File: src/rtl/edge_detect_bank.sv
// rtl/edge_detect_bank.sv - multi-channel synchronised edge detector with sticky flags and event counters
//
// Purpose:
//   Each of CH asynchronous inputs passes through a SYNC_STAGES-flop
//   synchroniser, an optional debounce filter, and an edge detector. A
//   one-cycle pulse is emitted on rise, fall or both edges, selected per
//   channel. Every pulse sets a sticky flag and bumps a saturating counter.
//
// Build option:
//   EDGE_DEBOUNCE_EN - when defined, the filtered level follows the
//   synchronised input only after DB_CYCLES consecutive mismatching cycles.
//   When undefined, level is simply the registered synchroniser output.
//
// Ports:
//   clk      in   1        clock, all logic on posedge
//   rst      in   1        asynchronous active-high reset
//   en       in   1        global enable for pulse/sticky/counter updates
//   din      in   CH       raw asynchronous inputs
//   mode     in   2*CH     per channel [2i+1:2i]: 00 off, 01 rise, 10 fall, 11 both
//   clr      in   CH       per channel: clear sticky flag and counter
//   cnt_sel  in   SEL_W    channel whose counter drives cnt_out
//   level    out  CH       filtered level
//   pulse    out  CH       registered one-cycle edge pulse
//   sticky   out  CH       latched event-seen flag
//   cnt_out  out  CNT_W    counter of channel cnt_sel, 0 when cnt_sel >= CH

module edge_detect_bank #(
  parameter int CH          = 4,
  parameter int SYNC_STAGES = 2,
  parameter int DB_CYCLES   = 16,
  parameter int CNT_W       = 8,
  parameter int SEL_W       = 2
) (
  input  logic              clk,
  input  logic              rst,
  input  logic              en,
  input  logic [CH-1:0]     din,
  input  logic [2*CH-1:0]   mode,
  input  logic [CH-1:0]     clr,
  input  logic [SEL_W-1:0]  cnt_sel,
  output logic [CH-1:0]     level,
  output logic [CH-1:0]     pulse,
  output logic [CH-1:0]     sticky,
  output logic [CNT_W-1:0]  cnt_out
);

  if (CH < 1 || SYNC_STAGES < 2 || DB_CYCLES < 1 || CNT_W < 1 || SEL_W < 1) begin : g_bad_param
    $error("edge_detect_bank: illegal parameter combination");
  end

  localparam logic [CNT_W-1:0] CNT_MAX = '1;

  // Synchroniser: stage 0 samples din, last stage feeds the filter.
  logic [SYNC_STAGES-1:0][CH-1:0] sync_q, sync_d;
  logic [CH-1:0]                  sync_out;

  logic [CH-1:0] level_q, level_d;
  logic [CH-1:0] level_dly_q, level_dly_d;
  logic [CH-1:0] pulse_q, pulse_d;
  logic [CH-1:0] sticky_q, sticky_d;
  logic [CH-1:0][CNT_W-1:0] cnt_q, cnt_d;
  logic [CH-1:0] rise, fall;

  always_comb begin
    sync_d = {sync_q[SYNC_STAGES-2:0], din};
  end

  assign sync_out = sync_q[SYNC_STAGES-1];

`ifdef EDGE_DEBOUNCE_EN
  localparam int DBC_W = (DB_CYCLES > 1) ? $clog2(DB_CYCLES) : 1;
  localparam logic [DBC_W-1:0] DBC_LAST = DBC_W'(DB_CYCLES - 1);

  logic [CH-1:0][DBC_W-1:0] dbc_q, dbc_d;

  // dbc counts consecutive cycles where the synchronised input disagrees
  // with the filtered level; any agreeing cycle restarts the count.
  always_comb begin
    level_d = level_q;
    dbc_d   = dbc_q;
    for (int i = 0; i < CH; i++) begin
      if (sync_out[i] == level_q[i]) begin
        dbc_d[i] = '0;
      end else if (dbc_q[i] == DBC_LAST) begin
        level_d[i] = sync_out[i];
        dbc_d[i]   = '0;
      end else begin
        dbc_d[i] = dbc_q[i] + DBC_W'(1);
      end
    end
  end

  always_ff @(posedge clk or posedge rst) begin
    if (rst) begin
      dbc_q <= '0;
    end else begin
      dbc_q <= dbc_d;
    end
  end
`else
  always_comb begin
    level_d = sync_out;
  end
`endif

  // Pulse, sticky and counter all act on the pulse being registered this
  // cycle, so sticky/counter become visible together with the pulse and a
  // disabled (en=0) edge never reaches them.
  always_comb begin
    level_dly_d = level_q;
    rise        = level_q & ~level_dly_q;
    fall        = ~level_q & level_dly_q;
    pulse_d     = '0;
    sticky_d    = sticky_q;
    cnt_d       = cnt_q;
    for (int i = 0; i < CH; i++) begin
      pulse_d[i]  = en & ((mode[2*i] & rise[i]) | (mode[2*i+1] & fall[i]));
      // A pulse coinciding with clr wins so the event is never lost.
      sticky_d[i] = pulse_d[i] | (sticky_q[i] & ~clr[i]);
      if (clr[i]) begin
        cnt_d[i] = CNT_W'(pulse_d[i]);
      end else if (pulse_d[i] && (cnt_q[i] != CNT_MAX)) begin
        cnt_d[i] = cnt_q[i] + CNT_W'(1);
      end
    end
  end

  always_comb begin
    cnt_out = '0;
    for (int i = 0; i < CH; i++) begin
      if (cnt_sel == SEL_W'(i)) begin
        cnt_out = cnt_q[i];
      end
    end
  end

  always_ff @(posedge clk or posedge rst) begin
    if (rst) begin
      sync_q      <= '0;
      level_q     <= '0;
      level_dly_q <= '0;
      pulse_q     <= '0;
      sticky_q    <= '0;
      cnt_q       <= '0;
    end else begin
      sync_q      <= sync_d;
      level_q     <= level_d;
      level_dly_q <= level_dly_d;
      pulse_q     <= pulse_d;
      sticky_q    <= sticky_d;
      cnt_q       <= cnt_d;
    end
  end

  assign level  = level_q;
  assign pulse  = pulse_q;
  assign sticky = sticky_q;

endmodule

File: config.mk
export PLATFORM = sky130hd
export DESIGN_NAME = edge_detect_bank
export DESIGN_NICKNAME = d
export VERILOG_FILES = /design/src/rtl/edge_detect_bank.sv
export SDC_FILE = /design/constraint.sdc
export NUM_CORES = 1
export LEC_CHECK = 0
export CORE_MARGIN = 2
export CORE_UTILIZATION = 48
export DETAILED_ROUTE_END_ITERATION = 10
export PLACE_DENSITY = 0.75
export SETUP_SLACK_MARGIN = 0.4
export SYNTH_ARGS = -nofsm -noshare
export SYNTH_HDL_FRONTEND = slang
export SYNTH_SLANG_ARGS = --single-unit
File: constraint.sdc
create_clock -name clk -period 1.7 [get_ports clk]
set_input_delay 0.34 -clock clk [delete_from_list [all_inputs] [get_ports clk]]
set_output_delay 0.34 -clock clk [all_outputs]
set_load 0.01 [all_outputs]
Word level (Yosys, flattened, before mapping). Index checks and enable logic that the tools add are counted.

Reduce and logical (&&, ||, !) cells: 9. Bitwise logic cells: 32. Add/sub/neg operators: 4. Eq/ne operators: 7. Muxes and demuxes: 12.

Operators by type and width (number): $mux W8 (12); $add A8 B1 Y8 const B (4); $ne A8 B8 Y1 const B (4); $and A1 B1 Y1 (16); $and A4 B4 Y4 (2); $not A4 Y4 (2); $or A1 B1 Y1 (8); $reduce_bool A2 Y1 (4); $eq A2 B2 Y1 const B (2); $logic_and A1 B1 Y1 (4); $not A1 Y1 (4); $eq A2 B1 Y1 const B (1); $logic_not A2 Y1 (1).

Input port bits: 21. Output and inout bits: 20. Flip-flop bits (word level): 56. Logic and storage cells: 74.

Longest topological paths before layout.
Depth after elaboration: 8. Depth in mapped cells: 6. Gate-level depth less buffers: 5.

Least setup slack after synthesis. No wires, ideal clock.

Kind: input-to-output. Start point: in cnt_sel[1]. End point: out cnt_out[1]. Data arrival time: 1.310 ns. Data required time: 1.360 ns. Path buffers: 1. Setup slack: 0.050 ns. Stages on the path: 2. Cells stage by stage: clkbuf_1 -> mux4_2.

Longest elaborated chain between the ends: 5. Elaborated cells between the ends (all ways): 8. Those cells by class: eq/ne (3); mux (4); reduce/logical (1).

Ends and longest elaborated chain: from (decl) (RTL line 40) `input logic [SEL_W-1:0] cnt_sel,`; $logic_not A2 Y1 (RTL line 131) `if (cnt_sel == SEL_W'(i)) begin`; $mux W8 (3 in series) (RTL line 131); $mux W8 * (RTL line 131); to (decl) (RTL line 44) `output logic [CNT_W-1:0] cnt_out`.

Every way passes the cells marked *; elsewhere a longest branch is shown, timed or not.

Worst setup path in the final report.
Start point: reg cnt_q[0] (netlist bit). End point: reg cnt_q[5] (netlist bit).

Longest elaborated chain between the ends: 3. Elaborated cells between the ends (all ways): 6. Those cells by class: add/sub (1); eq/ne (1); mux (2); reduce/logical (2).

Ends and longest elaborated chain: from (decl) (RTL line 61) `logic [CH-1:0][CNT_W-1:0] cnt_q, cnt_d;`; from (signal assigned) (RTL line 151) `cnt_q <= cnt_d;`; $add A8 B1 Y8 or $ne A8 B8 Y1 (tied branches) (RTL line 123, 122); $mux W8 or $logic_and A1 B1 Y1 (tied branches) (RTL line 122) `end else if (pulse_d[i] && (cnt_q[i] != CNT_MAX)) begin`; $mux W8 or $reduce_bool A2 Y1 (tied branches).

Several ways; a longest one is shown, not always the timed one. The select of a mux whose other input is x is not followed. A chain may end at the register's enable or synchronous reset.

==> impl_metrics.csv <==
group,metric,value,unit
run_status,status,"finished with violations",
run_status,violations,"negative setup slack",
global_route,grt.total_usage,29.2,%
synth,ys_warn_count,0,
routing,avgViaCountPerCell,6.35,
routing,finalWirelength,11300,um
critical_path,cp-endpoint,"cnt_q[5]$_DFFE_PP0P_",
power,swShare,26.4,%
timing,finalHoldViolations,0,
clocking,clk_root_buffer_cell,"clkbuf_8",
power,p_switching,758,uW
placed_design,gp_congestion,0.909,
synth,synth-edff-count,0,
power,pwr-share-clk,31.6,%
timing,slew_headroom,75.2,%
final_layout,layoutNonFillerInstCount,472,
synth,yosys.area.top_type,"dfrtp_1",
synth,synth_common_cells,"56 x dfrtp_1, 24 x a21oi_1, 15 x nand2_1, 15 x nand3_1, 14 x inv_1",
power,power_density,593,mW/mm^2
final_layout,num_antenna_cells,0,
synth,syn_nets,271,
final_layout,multi_input_area,0.00170,sq mm
routing,first_pass_iters,5,
synth,avgSynthCellArea,10.9,sq um
clocking,clk_latency,0.32,ns
clocking,clk_path_buf_depth,2,
power,leakage,2.09,nW
final_layout,regArea,0.00140,sq mm
routing,first_iter_violations,338,
timing,tightest_slew,0.371,ns
global_route,gr-total-overflow,0,
final_layout,stdcell_area,0.00485,sq mm
floorplan,fp.coreArea,0.00547,sq mm
global_route,grt_pass1_vias,2808,
final_layout,nets,424,
clocking,path_clk_slew,0.11,ns
min_path,hold_path.class,"reg2reg",
routing,ant_nets,0,
timing,min_period_over_period,110,%
synth,netlist_area,0.00269,sq mm
power,irDropWorstVdd,0.437,mV
timing,rsz0062_at_grt,"yes",
timing,hold_ws,0.362,ns
clocking,cts_hold_buf,0,
power,p_int,2.12,mW
floorplan,core.rowCount,27,
routing,wl_per_cell,24.0,um
synth,ys_seq_area_share,52.1,%
timing,fin_crit,1.88,ns
global_route,grt_pass1_wl,14000,um
floorplan,die_y,78.8,um
synth,yosysMostFrequentCell,"dfrtp_1",
global_route,grt_start_max_net_pins,57,
critical_path,reg2reg_slack,-0.18,ns
run,drv_cap,0,
placed_design,dpl_worst_slack,-0.665,ns
synth,ys_types,42,
placed_design,place.detailed.hpwl,5020,um
timing,worst_slack,-0.176,ns
final_layout,drive_gt1_share,58.0,%
critical_path,critPathLaunch,"cnt_q[0]$_DFFE_PP0P_",
global_route,antenna_found_initial,0,
timing,skew,0.0168,ns
critical_path,crit_path_top_delay_cell,"or4_1",
critical_path,slowest_delay,0.55,ns
critical_path,critPathRequiredTime,1.95,ns
routing,remaining_drc_errors,0,
clocking,cts.htree.levels,2,
clocking,cts_sinks,56,
critical_path,crit_chain,"buf_6 -> ha_4 -> nand4_1 -> o22ai_4 -> or4_1 -> a21oi_1",
floorplan,start_util,49.1,%
placed_design,portBuffers,40,
critical_path,reg2reg_depth,6,
synth,synth_top_cell_area_share,52.1,%
clocking,tritoncts,"built",
synth,ys_ff_latch,56,
routing,vias,2997,
clocking,cts_buffers,5,
critical_path,path_max_fanout,6,
synth,synth_area_leaders,"dfrtp_1 52%, mux4_2 6.7%, a21oi_1 4.5%, o31ai_1 3.1%, nand3_1 2.8%",
power,total_power,2.88,mW
power,seq_power_share,49.3,%
synth,async_flop_share,100,%
power,pwr-share-comb,19.2,%
floorplan,dieArea,0.00622,sq mm
critical_path,start_kind,"flop",
critical_path,timing.rr.start,"cnt_q[0]$_DFFE_PP0P_",
placed_design,post_dp_cell_area,0.00369,sq mm
floorplan,ios,41,
timing,max_freq,0.533,GHz
final_layout,fillers,226,
final_layout,area.growth.synth_to_final,80.5,%
synth,synthFlopType,"dfrtp_1",
placed_design,dp_cells,404,
floorplan,dieWidth,78.8,um
critical_path,crit_arrival,2.13,ns
synth,synth_cells,246,
timing,drv_slew,0,
critical_path,worstSetupPathType,"reg2reg",
critical_path,r2r-end,"cnt_q[5]$_DFFE_PP0P_",
critical_path,end_kind,"flop",
timing,setup_viol,17,
[layout make-up]
cell class,count,area share [%]
inverter,15,1.44
multi-input combinational,165,35.1
clock inverter,2,0.799
tap,72,1.86
sequential,56,28.9
clock buffer,6,1.50
timing repair buffer,156,30.4
[through the flow]
step	TNS [ns]	util, %
2_1_floorplan	0	-
6_report	-0.945	88.7
3_3_place_gp	-12.79	67.4
4_1_cts	-0.0409	80.7
5_1_grt	-1.50	88.7
3_5_place_dp	-15.34	67.4
[routing by layer]
metal	wire, um	up-vias	track usage [%]
met5	0	-	0
met4	358	0	8.79
met3	891	42	4.89
met2	5860	191	52.3
met1	4240	1521	36.5
li1	-	1243	-
[timing repair]
item                       CTS  global route
pin swaps                   35            26
gates cloned                 2             0
gates resized for setup    170            69
buffers inserted            32            26
setup endpoints to repair   59            56
[placed cells by master (no fill, tap or decap), types with 4 or more instances in the layout]
cell,instances
nand2_1,10
buf_4,63
o31ai_1,6
clkbuf_8,5
o21ai_2,6
dlygate4sd2_1,6
a21oi_1,10
or3_1,4
dfrtp_1,55
or4_4,7
buf_6,61
inv_1,10
nand3_1,12
ha_4,4
nor2_1,6
clkbuf_2,4
a21oi_2,14
mux4_2,8
clkdlybuf4s50_1,10
clkdlybuf4s15_1,6
[state kept, by name, summed over array words and instances (netlist names)]
name / flops
level_d: 4
pulse: 4
sync_d: 4
level_dly_q: 4
sticky: 4
level: 4
cnt_q: 32
[worst min path at each step]
stage                                 to                 start  cells after the start  slack, ns
floorplan             level[3]$_DFF_PP0_  level_d[3]$_DFF_PP0_                      0       0.33
global placement      level[3]$_DFF_PP0_  level_d[3]$_DFF_PP0_                      0       0.33
detailed placement  level_d[2]$_DFF_PP0_   sync_d[6]$_DFF_PP0_                      0       0.33
CTS                 level_d[2]$_DFF_PP0_   sync_d[6]$_DFF_PP0_                      0       0.36
global route        level_d[1]$_DFF_PP0_   sync_d[5]$_DFF_PP0_                      0       0.38
finish                level[2]$_DFF_PP0_  level_d[2]$_DFF_PP0_                      0       0.36
[power by group through the flow]
stage / Clock (mW) / Combinational [mW] / Sequential, mW
floorplan: 0 / 0.144 / 1.44
global placement: 0 / 0.333 / 1.43
detailed placement: 0 / 0.343 / 1.43
CTS: 0.899 / 0.469 / 1.41
global route: 0.961 / 0.578 / 1.42
finish: 0.908 / 0.551 / 1.42
[worst max-delay path, delay by kind of cell, from the launching register on]
| family | cells | cell delay, ns |
|---|---|---|
| flip-flops | 1 | 0.46 |
| AND/OR/NAND/NOR | 2 | 0.72 |
| adder cells (fa/ha/maj) | 1 | 0.15 |
| AO/OA/AOI/OAI | 2 | 0.31 |
| buffers and inverters | 1 | 0.16 |
[kinds of logic (layout without fill, tap and decap cells)]
kind of cell / count (synthesis) / count (layout) / share of synthesized area [%]
adders and majority gates: 4 / 4 / 1.86
DFF: 56 / 56 / 52.1
AOI/OAI and AO/OA: 62 / 63 / 14.4
buffers and inverters: 26 / 179 / 4.37
muxes: 12 / 12 / 8.24
and+or+nand+nor: 86 / 86 / 19.0
Note: power is estimated with default switching activity, not from simulation.
